### config.mk
export PLATFORM = sky130hd
export DESIGN_NAME = ifetch_queue_flat
export DESIGN_NICKNAME = d
export VERILOG_FILES = /design/src/rtl/ifetch_queue_if.sv /design/src/rtl/ifetch_queue.sv /design/src/flat_wrapper.sv
export SDC_FILE = /design/constraint.sdc
export NUM_CORES = 1
export LEC_CHECK = 0
export BUFFER_PORTS_ARGS = -buffer_cell sky130_fd_sc_hd__buf_2
export CAP_MARGIN = 20
export CORE_MARGIN = 4
export CORE_UTILIZATION = 57
export CTS_CLUSTER_SIZE = 14
export DETAILED_ROUTE_END_ITERATION = 10
export GPL_ROUTABILITY_DRIVEN = 0
export PLACE_DENSITY = 0.8
export SYNTH_ARGS = -nofsm -noshare
export SYNTH_HDL_FRONTEND = slang
export SYNTH_SLANG_ARGS = --single-unit
### constraint.sdc
create_clock -name clk -period 3.6 [get_ports clk]
set_clock_uncertainty 0.05 [all_clocks]
set_input_delay 0.9 -clock clk [delete_from_list [all_inputs] [get_ports clk]]
set_output_delay 0.9 -clock clk [all_outputs]
set_load 0.05 [all_outputs]
### src/rtl/ifetch_queue_if.sv
// ifetch_queue_if: PC, instruction-memory and decode-side signals of the fetch queue
interface ifetch_queue_if;
  logic [31:0] pc_i;
  logic        br_ctrl;
  logic        pc_stall;
  logic        imem_req;
  logic [31:0] imem_addr;
  logic        imem_ack;
  logic [31:0] imem_rdata;
  logic        id_valid;
  logic        id_ready;
  logic [31:0] id_inst;
  logic [31:0] id_pc;
  modport master (
    input  pc_i, br_ctrl, imem_ack, imem_rdata, id_ready,
    output pc_stall, imem_req, imem_addr, id_valid, id_inst, id_pc
  );
  modport slave (
    output pc_i, br_ctrl, imem_ack, imem_rdata, id_ready,
    input  pc_stall, imem_req, imem_addr, id_valid, id_inst, id_pc
  );
endinterface

### src/rtl/ifetch_queue.sv
// ifetch_queue: single-outstanding instruction fetcher feeding an in-order decode queue
module ifetch_queue #(
  parameter int          DEPTH    = 4,
  parameter logic [31:0] NOP_INST = 32'h00000013
) (
  input logic            clk,
  input logic            rst,
  ifetch_queue_if.master bus
);
  localparam int AW = $clog2(DEPTH);
  localparam int CW = AW + 1;
  typedef enum logic [1:0] {IDLE, WAIT, DROP} state_t;
  state_t        state, state_n;
  logic [CW-1:0] count;
  logic [AW-1:0] head, tail;
  logic [31:0]   pc_mem [DEPTH];
  logic [31:0]   inst_mem [DEPTH];
  logic          full, issue, push, pop;
  assign full         = count == CW'(DEPTH);
  assign issue        = state == IDLE && !bus.br_ctrl && !full;
  assign push         = state == WAIT && bus.imem_ack && !bus.br_ctrl;
  assign pop          = bus.id_valid && bus.id_ready;
  assign bus.pc_stall = state != IDLE || full;
  assign bus.id_valid = count != '0;
  assign bus.id_inst  = bus.id_valid ? inst_mem[head] : NOP_INST;
  assign bus.id_pc    = bus.id_valid ? pc_mem[head] : '0;
  // A flush while waiting only redirects to DROP; the response still has to be absorbed.
  always_comb begin
    state_n = state;
    if (state == IDLE) state_n = issue ? WAIT : IDLE;
    else if (state == WAIT) state_n = bus.imem_ack ? IDLE : (bus.br_ctrl ? DROP : WAIT);
    else state_n = bus.imem_ack ? IDLE : DROP;
  end
  always_ff @(posedge clk) begin
    if (!rst) begin
      state         <= IDLE;
      count         <= '0;
      head          <= '0;
      tail          <= '0;
      bus.imem_req  <= 1'b0;
      bus.imem_addr <= '0;
    end else begin
      state        <= state_n;
      bus.imem_req <= state_n != IDLE;
      if (issue) bus.imem_addr <= bus.pc_i;
      if (bus.br_ctrl) begin
        count <= '0;
        head  <= '0;
        tail  <= '0;
      end else begin
        count <= count + CW'(push) - CW'(pop);
        if (push) tail <= tail + AW'(1);
        if (pop) head <= head + AW'(1);
      end
    end
  end
  always_ff @(posedge clk) begin
    if (push) begin
      pc_mem[tail]   <= bus.imem_addr;
      inst_mem[tail] <= bus.imem_rdata;
    end
  end
endmodule

### src/flat_wrapper.sv
// flat-port wrapper written by rule: the top's interface ports become plain ports
module ifetch_queue_flat 
#(
  parameter int          DEPTH    = 4,
  parameter logic [31:0] NOP_INST = 32'h00000013
)
  (clk, rst, bus_pc_i, bus_br_ctrl, bus_imem_ack, bus_imem_rdata, bus_id_ready, bus_pc_stall, bus_imem_req, bus_imem_addr, bus_id_valid, bus_id_inst, bus_id_pc);
  ifetch_queue_if bus_i ();
  input logic clk;
  input logic rst;
  input wire logic [$bits(bus_i.pc_i)-1:0] bus_pc_i;
  input wire logic [$bits(bus_i.br_ctrl)-1:0] bus_br_ctrl;
  input wire logic [$bits(bus_i.imem_ack)-1:0] bus_imem_ack;
  input wire logic [$bits(bus_i.imem_rdata)-1:0] bus_imem_rdata;
  input wire logic [$bits(bus_i.id_ready)-1:0] bus_id_ready;
  output wire logic [$bits(bus_i.pc_stall)-1:0] bus_pc_stall;
  output wire logic [$bits(bus_i.imem_req)-1:0] bus_imem_req;
  output wire logic [$bits(bus_i.imem_addr)-1:0] bus_imem_addr;
  output wire logic [$bits(bus_i.id_valid)-1:0] bus_id_valid;
  output wire logic [$bits(bus_i.id_inst)-1:0] bus_id_inst;
  output wire logic [$bits(bus_i.id_pc)-1:0] bus_id_pc;
  assign bus_i.pc_i = bus_pc_i;
  assign bus_i.br_ctrl = bus_br_ctrl;
  assign bus_i.imem_ack = bus_imem_ack;
  assign bus_i.imem_rdata = bus_imem_rdata;
  assign bus_i.id_ready = bus_id_ready;
  assign bus_pc_stall = bus_i.pc_stall;
  assign bus_imem_req = bus_i.imem_req;
  assign bus_imem_addr = bus_i.imem_addr;
  assign bus_id_valid = bus_i.id_valid;
  assign bus_id_inst = bus_i.id_inst;
  assign bus_id_pc = bus_i.id_pc;
  ifetch_queue #(.DEPTH(DEPTH), .NOP_INST(NOP_INST)) u_core (.clk(clk), .rst(rst), .bus(bus_i));
endmodule
# Yosys cells after proc, flatten, opt, wreduce, memory -nomap -nowiden
# Memory sizes are Yosys's and may differ from the RTL's. A register that Yosys moved wholly into a read port is not among the register bits.
# Cells that the tools add are included.
# classes
add_sub_neg,4
mul,0
div,0
order_cmp,0
n_eq_ne,2
n_shift,0
mux,14
bitwise,1
reduce_logical,13
# op_table
op,n
2-to-1 mux 32 bit,2
2-to-1 mux 2 bit,9
logical AND 1 bit,5
"adder 2 x 1 -> 2 bit, second input constant",2
nonzero test 2 bit,2
adder 3 x 1 -> 3 bit,1
"== test 3 bit, second input constant",1
2-to-1 mux 1 bit,3
nonzero test 3 bit,1
subtractor 3 x 1 -> 3 bit,1
"== test 2 x 1 -> 1 bit, second input constant",1
zero test 1 bit,2
zero test 2 bit,1
OR reduction 2 bit,1
logical OR 1 bit,1
inverter 1 bit,1
# totals
regBits,42
latch_bits,0
ramBits,256
rom_bits,0
input_bits,69
output_inout_bits,99
word_cells,42
mem_count,2
# mem_list
memory,words,word_bits,read_ports,rd_clocked_by_memory_dff,write_ports,line,text
u_core.inst_mem,4,32,1,1,1,ifetch_queue.sv:17,logic [31:0] inst_mem [DEPTH];
u_core.pc_mem,4,32,1,1,1,ifetch_queue.sv:16,logic [31:0] pc_mem [DEPTH];

# Longest topological paths before layout
# logic_depth
ltp_word,6
mapped_depth,10
mapped_depth_nobuf,10

# Least setup slack after synthesis
# OpenSTA, ideal clock, no wires.
# synth_path
path_type,input-to-reg
startpoint,in bus_br_ctrl
endpoint,"mem u_core.inst_mem[0][0], enable pin"
setup_time_ns,0.429
arrival_ns,2.860
t_required_ns,3.121
path_slack_ns,0.261
path_stages,3
path_buffers,1
path_cell_list,nor4bb_1 buf_2 and2_1
# synth_between
elab_chain_len,4
# synth_lines
item,line,text
start: declaration,flat_wrapper.sv:12,input wire logic [$bits(bus_i.br_ctrl)-1:0] bus_br_ctrl;
zero test 1 bit,ifetch_queue.sv:21,assign push = state == WAIT && bus.imem_ack && !bus.br_ctrl;
logical AND 1 bit,ifetch_queue.sv:21,
via u_core.push,ifetch_queue.sv:18,"logic full, issue, push, pop;"
2-to-1 mux 1 bit,ifetch_queue.sv:58,if (push) begin
2-to-1 mux 1 bit (implied by the code),ifetch_queue.sv:60,inst_mem[tail] <= bus.imem_rdata;
end: declaration,ifetch_queue.sv:17,
# The timed path passes the listed nets, and every way through them passes these cells.

==> metrics.txt <==
I/O Pins=168; die area=0.02253 mm2; Hold Violations, Final=0; leakage=0.004996 uW; Port Buffers=~170; switching pwr=roughly 1600 uW; vias in the first global route=6,333; Critical Path RT=roughly 2.7 ns; drt wl/cell=between 20 and 25 um; synth warn=0; die width=~150 um; final hold slack=0.4543 ns; worst path arrival time=2.42 ns; Slew HR=42.43%; commonest non-fill, non-tap cell in the layout=edfxtp_1; crit end category=primary output; Worst Tran Pin Value=0.8635 ns; unique cell type count in the Yosys netlist=32; Reg clk slew, reported paths=0.06 ns; Routed Antenna Nets=0; Clock Latency Late Sink=around 0.53 ns; clock power share=~42%; Post-Synthesis Cells=a little over 600; Root Driver=clkbuf_16; height of the die=150.1 um; sequential power share=52.2%; FF+latch count, synth=300; CTS max path bufs=3; crit-path max FO=18; register area share after synthesis=74.43%; WS Path Type=reg -> out; WP depth=4; DR iter-0 viols=410; vias per std cell=5.550; slowest stage cell, crit path=dfxtp_4; RSZ-0062 raised after global routing=false; Final Max Slew Viols=0; most frequent cells in the layout=256 x edfxtp_1, 167 x buf_2, 65 x nand2_1; Critical R2R Launch=u_core.count[1]$_SDFF_PP0_; Hold Crit Class=reg -> reg; internal power=5834 uW; final setup violating endpoints=0; syn_area_per_cell=19.00 um2; drt total wl=21,830 um; core area=0.01965 mm2; ANT cells=0; Post-Syn Area=0.01151 mm2; Hold Crit Depth=2; Clock Sinks=300; logic gate share of total power=6.4%; syn nets=682; Tot GR Track Use=19.84%; design area=about 0.014 mm2; Site Rows=a little over 50; Via Count=5,961; DRT Pass-1 Iters=4; register area=0.008576 mm2; area grow syn2layout=19.23%; status=finished, final reports clean; Startpoint Class=flip-flop; global-route wire length before repair=34,600 um; number of synthesized flops with an enable pin=256; Tcrit/Tclk final=93.59%; worst ir drop on vdd=~0.43 mV; DP Area=0.01273 mm2; CTS tree=done; worst r2r path cells=10; area of the multi-input gates=roughly 0.0027 mm2; pin count of the biggest net entering global routing=48; share of layout cells above drive strength 1=37.82%; grt ovf=0; Num CTS Buffers=29; min-delay src=u_core.head[1]$_SDFFE_PP0P_; asr flop ratio synth=0%; Fill cells=between 1,000 and 1,500; Power Density=roughly 540 mW/mm2; drt drc=0; Post-Route Setup TNS=0 ns; Peak Freq=296.8 MHz; Initial Util=58.57%; worst path cell trace=buf_4 -> mux4_2 -> and2_1 -> buf_2; dpl hpwl=13,860 um; initial antenna violation count=1; Hold Buf Count CTS=0; MaxCap Viol Count=0; Max H-tree Level=1; max incr delay on CP=0.60 ns; final worst path period need=~3.4 ns; fin nets=863; Primary FF master, synth=edfxtp_1; Bufs and invs on worst path=2; sw frac=21.42%; delay-heaviest family, CP=flip-flops
[per-stage QoR]
stage	total power, uW	std cells	utilization, %	worst slack, ns
after floorplan	4266	606	-	0.2609
after global placement	4400	1021	64.76	0.7687
after detailed placement	4421	1021	64.76	0.7440
final	7425	1074	69.83	0.2306
after CTS	7487	1074	69.81	0.1648
after global routing	7666	1074	69.83	0.09748
[timing repair]
item,CTS,global route
endpoints found under the hold margin,0,0
gates resized for setup,0,1
setup endpoints to repair,0,38
setup buffers,0,0
[kinds of logic after synthesis]
| logic type | Yosys count | share of synthesized area, % |
|---|---|---|
| simple gates | 151 | 6.652 |
| fa+ha+maj | 7 | 0.8261 |
| flops | 300 | 74.43 |
| buf+inv | 40 | 1.837 |
| xor+xnor | 3 | 0.2283 |
| mux | 97 | 15.39 |
| compound gates | 8 | 0.6304 |
[Yosys cell counts (4+ instances only)]
library cell	instances	area [um2]
and2_1	65	406.6
buf_2	10	50.05
buf_6	4	45.04
clkbuf_1	15	56.30
dfxtp_1	44	880.8
edfxtp_1	256	7687
ha_1	6	75.07
inv_1	8	30.03
mux2i_1	33	330.3
mux4_2	64	1441
nand2_1	65	244.0
nor2_1	9	33.78
[registers in the layout (all words and copies together) (netlist names), named ones only]
register	cells
u_core.bus.imem_addr	32
u_core.bus.imem_req	1
u_core.count	3
u_core.head	2
u_core.inst_mem	128
u_core.pc_mem	128
u_core.state	2
u_core.tail	2
[routing by layer]
metal | wire length [um] | part of all wire, % | global-route usage (%) | vias up
met5 | 13 | 0.060 | 0 | -
met4 | 427 | 2.0 | 4.941 | 2
met3 | 1463 | 6.7 | 3.492 | 34
met2 | 11140 | 51 | 33.79 | 213
met1 | 8788 | 40 | 27.11 | 3021
li1 | - | - | - | 2691
[power groups by stage]
| stage | clock (uW) | combinational, uW | sequential (uW) |
|---|---|---|---|
| 2_1_floorplan | 0 | 237 | 4030 |
| 3_3_place_gp | 0 | 461 | 3940 |
| 3_5_place_dp | 0 | 474 | 3950 |
| 4_1_cts | 3140 | 476 | 3870 |
| 5_1_grt | 3290 | 501 | 3880 |
| 6_report | 3080 | 472 | 3870 |
[worst paths after layout]
kind / to / slack (ns)
worst max register to register: u_core.count[2]$_SDFF_PP0_ / 1.15
worst max-delay path: bus_id_inst[26] / 0.23
worst min register to register: flip-flop / 0.45
worst min-delay path: flip-flop / 0.45
[final cells by class]
type,instances,area share [%]
inverter,8,0.2188
multi-input combinational,266,20.01
tap,265,2.416
timing repair buffer,182,7.640
clock inverter,12,1.249
clock buffer,41,5.980
sequential,300,62.49
[tightest hold or removal path, stage by stage (launching register included)]
cell,delay (ns)
dfxtp_1,0.31
o21ai_0,0.07
a21oi_1,0.08
No activity file was read; power rests on OpenSTA's default activity.
